==> src/rtl/ps2_keyboard_matrix.sv <==
`default_nettype none
// ============================================================================
//  Module   : ps2_keyboard_matrix
//  Purpose  : PS/2 (scan-code set 2) keyboard front end for a C64 CIA #1.
//             Receives PS/2 frames, keeps the 8x8 C64 key matrix
//             (column = PA bit, row = PB bit) and answers the CIA column
//             drive with registered row levels. PgUp acts as RESTORE.
//  Ports    : clk        in   peripheral clock
//             reset_n    in   asynchronous active-low reset
//             ps2_clk    in   PS/2 clock (async, idle high)
//             ps2_data   in   PS/2 data (async)
//             pa_out[7:0] in  CIA port A; bit c low selects column c
//             pb_row[7:0] out row levels to CIA pb_in; low = pressed key
//             restore_n  out  low while RESTORE is held
//             frame_err  out  1-clk pulse on start/parity/stop error or timeout
//  Revision : 1.0 - initial release
// ============================================================================
module ps2_keyboard_matrix #(
    parameter int CLK_FREQ    = 4000000,
    parameter int TIMEOUT_CYC = CLK_FREQ / 1000
) (
    input  logic       clk,
    input  logic       reset_n,
    input  logic       ps2_clk,
    input  logic       ps2_data,
    input  logic [7:0] pa_out,
    output logic [7:0] pb_row,
    output logic       restore_n,
    output logic       frame_err
);

    localparam int TW = $clog2(TIMEOUT_CYC + 1);

    typedef enum logic [1:0] {RX_IDLE, RX_BITS, RX_PAR, RX_STOP} rx_state_t;

    // ------------------------------------------------------------------
    // Synchronisers and clock glitch filter
    // ------------------------------------------------------------------
    logic [1:0] clk_sync_q, dat_sync_q;
    logic       filt_clk_q;
    logic [2:0] filt_cnt_q;

    always_ff @(posedge clk or negedge reset_n) begin
        if (!reset_n) begin
            clk_sync_q <= 2'b11;
            dat_sync_q <= 2'b11;
            filt_clk_q <= 1'b1;
            filt_cnt_q <= 3'd0;
        end else begin
            clk_sync_q <= {clk_sync_q[0], ps2_clk};
            dat_sync_q <= {dat_sync_q[0], ps2_data};
            // The filtered clock follows only after 8 consecutive differing samples
            if (clk_sync_q[1] == filt_clk_q) begin
                filt_cnt_q <= 3'd0;
            end else if (filt_cnt_q == 3'd7) begin
                filt_clk_q <= clk_sync_q[1];
                filt_cnt_q <= 3'd0;
            end else begin
                filt_cnt_q <= filt_cnt_q + 3'd1;
            end
        end
    end

    logic w_edge, w_fall, w_bit;
    assign w_edge = (clk_sync_q[1] != filt_clk_q) && (filt_cnt_q == 3'd7);
    assign w_fall = w_edge && filt_clk_q;
    assign w_bit  = dat_sync_q[1];

    // ------------------------------------------------------------------
    // Receive FSM
    // ------------------------------------------------------------------
    rx_state_t   rx_state_q;
    logic [2:0]  bit_cnt_q;
    logic [7:0]  shift_q;
    logic        par_ok_q;
    logic [TW-1:0] to_cnt_q;
    logic        byte_stb_q;
    logic [7:0]  byte_q;
    logic        frame_err_q;

    always_ff @(posedge clk or negedge reset_n) begin
        if (!reset_n) begin
            rx_state_q  <= RX_IDLE;
            bit_cnt_q   <= 3'd0;
            shift_q     <= 8'h00;
            par_ok_q    <= 1'b0;
            to_cnt_q    <= '0;
            byte_stb_q  <= 1'b0;
            byte_q      <= 8'h00;
            frame_err_q <= 1'b0;
        end else begin
            byte_stb_q  <= 1'b0;
            frame_err_q <= 1'b0;
            if (rx_state_q == RX_IDLE || w_edge) begin
                to_cnt_q <= '0;
            end else begin
                to_cnt_q <= to_cnt_q + TW'(1);
            end

            if (w_fall) begin
                case (rx_state_q)
                    RX_IDLE: begin
                        if (!w_bit) begin
                            rx_state_q <= RX_BITS;
                            bit_cnt_q  <= 3'd0;
                        end else begin
                            frame_err_q <= 1'b1;
                        end
                    end
                    RX_BITS: begin
                        shift_q   <= {w_bit, shift_q[7:1]};   // LSB arrives first
                        bit_cnt_q <= bit_cnt_q + 3'd1;
                        if (bit_cnt_q == 3'd7) begin
                            rx_state_q <= RX_PAR;
                        end
                    end
                    RX_PAR: begin
                        par_ok_q   <= ^{shift_q, w_bit};      // odd parity -> XOR is 1
                        rx_state_q <= RX_STOP;
                    end
                    default: begin
                        if (w_bit && par_ok_q) begin
                            byte_stb_q <= 1'b1;
                            byte_q     <= shift_q;
                        end else begin
                            frame_err_q <= 1'b1;
                        end
                        rx_state_q <= RX_IDLE;
                    end
                endcase
            end else if (rx_state_q != RX_IDLE && to_cnt_q == TW'(TIMEOUT_CYC - 1)) begin
                frame_err_q <= 1'b1;
                rx_state_q  <= RX_IDLE;
            end
        end
    end

    // ------------------------------------------------------------------
    // Set-2 lookup: returns {valid, col[2:0], row[2:0]} for key {ext, code}
    // ------------------------------------------------------------------
    function automatic logic [6:0] lookup(input logic [8:0] k);
        logic [6:0] m;
        m = 7'd0;
        case (k)
            9'h066: m = 7'o100; 9'h05A: m = 7'o101; 9'h174: m = 7'o102; 9'h083: m = 7'o103;
            9'h005: m = 7'o104; 9'h004: m = 7'o105; 9'h003: m = 7'o106; 9'h172: m = 7'o107;
            9'h026: m = 7'o110; 9'h01D: m = 7'o111; 9'h01C: m = 7'o112; 9'h025: m = 7'o113;
            9'h01A: m = 7'o114; 9'h01B: m = 7'o115; 9'h024: m = 7'o116; 9'h012: m = 7'o117;
            9'h02E: m = 7'o120; 9'h02D: m = 7'o121; 9'h023: m = 7'o122; 9'h036: m = 7'o123;
            9'h021: m = 7'o124; 9'h02B: m = 7'o125; 9'h02C: m = 7'o126; 9'h022: m = 7'o127;
            9'h03D: m = 7'o130; 9'h035: m = 7'o131; 9'h034: m = 7'o132; 9'h03E: m = 7'o133;
            9'h032: m = 7'o134; 9'h033: m = 7'o135; 9'h03C: m = 7'o136; 9'h02A: m = 7'o137;
            9'h046: m = 7'o140; 9'h043: m = 7'o141; 9'h03B: m = 7'o142; 9'h045: m = 7'o143;
            9'h03A: m = 7'o144; 9'h042: m = 7'o145; 9'h044: m = 7'o146; 9'h031: m = 7'o147;
            9'h04E: m = 7'o150; 9'h04D: m = 7'o151; 9'h04B: m = 7'o152; 9'h055: m = 7'o153;
            9'h049: m = 7'o154; 9'h04C: m = 7'o155; 9'h054: m = 7'o156; 9'h041: m = 7'o157;
            9'h170: m = 7'o160; 9'h05B: m = 7'o161; 9'h052: m = 7'o162; 9'h16C: m = 7'o163;
            9'h059: m = 7'o164; 9'h05D: m = 7'o165; 9'h171: m = 7'o166; 9'h04A: m = 7'o167;
            9'h016: m = 7'o170; 9'h00E: m = 7'o171; 9'h014: m = 7'o172; 9'h01E: m = 7'o173;
            9'h029: m = 7'o174; 9'h011: m = 7'o175; 9'h015: m = 7'o176; 9'h076: m = 7'o177;
            default: m = 7'd0;
        endcase
        return m;
    endfunction

    // ------------------------------------------------------------------
    // Decoder and key matrix (key[c] holds the row bits of column c)
    // ------------------------------------------------------------------
    logic [7:0][7:0] key_q, key_d;
    logic            ext_q, ext_d, brk_q, brk_d, restore_q, restore_d;
    logic [2:0]      skip_q, skip_d;
    logic [6:0]      w_map;
    logic [7:0]      w_rows;
    logic [7:0]      pb_row_q;

    assign w_map = lookup({ext_q, byte_q});

    always_comb begin
        key_d     = key_q;
        ext_d     = ext_q;
        brk_d     = brk_q;
        skip_d    = skip_q;
        restore_d = restore_q;
        if (byte_stb_q) begin
            if (skip_q != 3'd0) begin
                skip_d = skip_q - 3'd1;           // swallowing the Pause sequence
            end else begin
                case (byte_q)
                    8'hE1: skip_d = 3'd7;
                    8'hE0: ext_d  = 1'b1;
                    8'hF0: brk_d  = 1'b1;
                    8'hAA, 8'hFC, 8'h00: begin
                        key_d = '0;
                        ext_d = 1'b0;
                        brk_d = 1'b0;
                    end
                    default: begin
                        if (w_map[6]) begin
                            key_d[w_map[5:3]][w_map[2:0]] = ~brk_q;
                        end
                        if ({ext_q, byte_q} == 9'h17D) begin
                            restore_d = ~brk_q;
                        end
                        ext_d = 1'b0;
                        brk_d = 1'b0;
                    end
                endcase
            end
        end
    end

    // Rows are built from key_d so a matrix update and a pa_out change in
    // the same clk both show up on the next pb_row value.
    assign w_rows = ~(({8{~pa_out[0]}} & key_d[0]) | ({8{~pa_out[1]}} & key_d[1]) |
                      ({8{~pa_out[2]}} & key_d[2]) | ({8{~pa_out[3]}} & key_d[3]) |
                      ({8{~pa_out[4]}} & key_d[4]) | ({8{~pa_out[5]}} & key_d[5]) |
                      ({8{~pa_out[6]}} & key_d[6]) | ({8{~pa_out[7]}} & key_d[7]));

    always_ff @(posedge clk or negedge reset_n) begin
        if (!reset_n) begin
            key_q     <= '0;
            ext_q     <= 1'b0;
            brk_q     <= 1'b0;
            skip_q    <= 3'd0;
            restore_q <= 1'b0;
            pb_row_q  <= 8'hFF;
        end else begin
            key_q     <= key_d;
            ext_q     <= ext_d;
            brk_q     <= brk_d;
            skip_q    <= skip_d;
            restore_q <= restore_d;
            pb_row_q  <= w_rows;
        end
    end

    assign pb_row    = pb_row_q;
    assign restore_n = ~restore_q;
    assign frame_err = frame_err_q;

endmodule
`default_nettype wire
==> config.mk <==
export PLATFORM = sky130hd
export DESIGN_NAME = ps2_keyboard_matrix
export DESIGN_NICKNAME = d
export VERILOG_FILES = /design/src/rtl/ps2_keyboard_matrix.sv
export SDC_FILE = /design/constraint.sdc
export NUM_CORES = 1
export LEC_CHECK = 0
export ABC_AREA = 1
export BUFFER_PORTS_ARGS = -buffer_cell sky130_fd_sc_hd__buf_4
export CORE_ASPECT_RATIO = 0.8
export CORE_UTILIZATION = 65
export DETAILED_ROUTE_END_ITERATION = 6
export PLACE_DENSITY = 0.94
export SYNTH_ARGS = -nofsm -noshare
export SYNTH_HDL_FRONTEND = slang
export SYNTH_SLANG_ARGS = --single-unit
==> constraint.sdc <==
create_clock -name clk -period 3.67 [get_ports clk]
set_clock_uncertainty 0.2 [all_clocks]
set_input_delay 0.1835 -clock clk [delete_from_list [all_inputs] [get_ports clk]]
set_output_delay 0.1835 -clock clk [all_outputs]
set_load 0.005 [all_outputs]
==> results_dict.tcl <==
set metrics [dict create \
    netlist_area_sq_mm 0.00813 \
    swShare 0.238 \
    synth_cell_type_count 35 \
    track_usage 0.400 \
    violations "design-rule violations" \
    die_h_microns 102 \
    rsz0062_at_grt "false" \
    worstSkewPairLatency_ns 0.44 \
    power_frac_seq 0.446 \
    required_ns 3.84 \
    wl_per_cell_microns 16.9 \
    cts_max_path_buffers 2 \
    ys_seq_area_frac 0.378 \
    layout.nets 1303 \
    nFillCells 952 \
    htree_levels 4 \
    postSynthAreaPerCell_sq_um 6.41 \
    antenna_found_initial 0 \
    p_clk_frac 0.520 \
    cp_slowest_stage_delay_ns 0.52 \
    synth_top_area_cell "dfrtp_1" \
    postSynth.asyncResetShare 1.00 \
    cp_num_buf_inv 3 \
    first_global_vias 8036 \
    drive_above_1_share 0.0828 \
    cts_buffers 17 \
    wl_microns 24500 \
    reg2regPathDepth 15 \
    slowest_stage "buf_4" \
    clkTransAtPathRegs_ns 0.06 \
    cts_tree "built" \
    area_growth_pct 10.5 \
    critical_path.max_fanout 53 \
    ys_seq_elements 122 \
    drc 7 \
    io_pins 22 \
    synth_area_leaders "dfrtp_1 34%, nand2_1 27%, nand3_1 7.4%" \
    combPwrFrac 0.034 \
    grt-ovfl-total 0 \
    clock-root-buffer "clkbuf_16" \
    dieWidth_microns 127 \
    drt_iter0_markers 1276 \
    period_needed_ns 2.90 \
    cap_viol_max_count 0 \
    crit_chain "inv_1 > nand2_1 > nor2_1 > nand2_2 > nand3_2 > nor2_4 > buf_4 > nand2_1 > nand2_1 > nand2_1 > nand3_1 > nand2_1 > inv_1 > nand2_1 > nor2_1" \
    timing.fmax_ghz 0.344 \
    firstDrtPassIters 7 \
    critPathKind "flip-flop to flip-flop" \
    p_per_area_mw_per_mm2 346 \
    final_cell_mix "586 x nand2_1, 120 x nand3_1, 115 x inv_1" \
    status "finished with violations" \
    power_leakage_nw 4.71 \
    crit_family "simple AND/OR/NAND/NOR gates" \
    synth_top_area_frac 0.336 \
    synth_cells 1268 \
    synth_nets 1292 \
    rows 36 \
    via_per_inst 5.93 \
    cts.sinks 122 \
    tns_ns 0 \
    tightest_slew_ns 1.07 \
    hold_class "input port to asynchronous set/reset pin" \
    worst_ep_arrival_time_ns 3.07 \
    synth-edff-count 0 \
    slew_headroom 0.285 \
    p_int_mw 2.37 \
    die_area_sq_mm 0.0130 \
    fin_ws_ns 0.765 \
    via_count 8568 \
    report.final.slew_viol_count 0 \
    worstSetupStartpointType "flip-flop" \
    cp-end-kind "flip-flop" \
    start_util 0.668 \
    netSwitchingPower_uw 740 \
    vdd_drop_max_v 0.000350 \
    path_depth 15 \
    pre_cts_ws_ns 0.907 \
    grt_max_degree 87 \
    finalPower_mw 3.11 \
    placement.cell_area_sq_mm 0.00839 \
    grt_pass1_wl_microns 39500 \
    insertedDiodeCount 0 \
    fin_area_sq_mm 0.00898 \
    layout_commonest_cell "nand2_1" \
    hpwl_microns 15800 \
    fin_crit_sh 0.791 \
    crit_top_cell "nand2_1" \
    ant_nets 0 \
    synth_ff_type "dfrtp_1" \
    setup_viol 0 \
    core_sq_mm 0.0122 \
    hold_viol_final 0 \
    ys_warn_count 0 \
    io_buffers 21 \
    globalplace.congestion 0.964 \
]
## synthesized netlist by cell type (11+ instances only)
| cell type | number |
|---|---|
| dfstp_2 | 13 |
| nand4_1 | 11 |
| dfrtp_1 | 109 |
| clkbuf_1 | 20 |
| nand2_1 | 586 |
| a21boi_0 | 18 |
| nand3_1 | 120 |
| o21ai_0 | 72 |
| buf_2 | 12 |
| nor3_1 | 16 |
| inv_1 | 115 |
| nor2_1 | 82 |
| ha_1 | 12 |
## power groups by stage
stage	clock [mW]	combinational [mW]	sequential [mW]
3_5_place_dp	0	0.103	1.41
6_report	1.62	0.106	1.39
4_1_cts	1.62	0.107	1.39
2_1_floorplan	0	0.0449	1.40
5_1_grt	1.67	0.121	1.39
3_3_place_gp	0	0.0979	1.41
## kinds of logic (layout without fill, tap and decap cells)
| group | count (synthesis) | in the layout | synth area share |
|---|---|---|---|
| xor gates and xnor gates | 10 | 10 | 0.0108 |
| and+or+nand+nor | 834 | 834 | 0.418 |
| AOI/OAI and AO/OA | 118 | 118 | 0.0848 |
| adders and majority gates | 12 | 12 | 0.0185 |
| buffers and inverters | 172 | 196 | 0.0901 |
| DFF | 122 | 122 | 0.378 |
## routing by layer
metal  vias to the layer above  wire, microns  global-route usage
met5                         -              0                   0
met4                         0           1080               0.219
met3                       105           3160               0.137
met2                       591          10500               0.594
met1                      3876           9720               0.520
li1                       3996              -                   -
## final timing paths
check | endpoint | from | slack, ns
min in group clk | clk_sync_q[1] | clk_sync_q[0] | 0.15
worst min-delay path | skip_q[0] | reset_n | 0.14
worst min register to register | clk_sync_q[1] | clk_sync_q[0] | 0.15
worst max register to register | pb_row[4] | byte_q[4] | 0.77
worst max-delay path | pb_row[4] | byte_q[4] | 0.77
max in group asynchronous | pb_row[3] | reset_n | 2.27
## metrics by stage
step	instances	utilization	hold slack (ns)
4_1_cts	1444	0.738	0.144
6_report	1444	0.738	0.139
5_1_grt	1444	0.738	0.156
3_5_place_dp	1409	0.690	0.0822
3_3_place_gp	1409	0.690	0.0742
2_1_floorplan	1268	-	-0.312
## what timing repair did
action                                 CTS  global route
resized for setup                        0             0
hold buffers                             3             0
endpoints found under the hold margin   49             0
setup buffers                            0             0
## state kept, by name, summed over array words and instances, names as in the netlist, 2 cells and up
name / flops
bit_cnt_q: 3
byte_q: 8
clk_sync_q: 2
dat_sync_q: 2
filt_cnt_q: 3
key_q: 64
pb_row: 8
rx_state_q: 2
shift_q: 8
skip_q: 3
to_cnt_q: 12
## area by class of cell
| cell class | count | area [sq um] | share of cell area |
|---|---|---|---|
| clock buffer | 22 | 464 | 0.0517 |
| clock inverter | 10 | 92.6 | 0.0103 |
| inverter | 123 | 462 | 0.0514 |
| multi-input combinational | 974 | 4330 | 0.483 |
| sequential | 122 | 3070 | 0.342 |
| tap | 152 | 190 | 0.0212 |
| timing repair buffer | 41 | 365 | 0.0407 |
(Power assumes the default switching activity.)
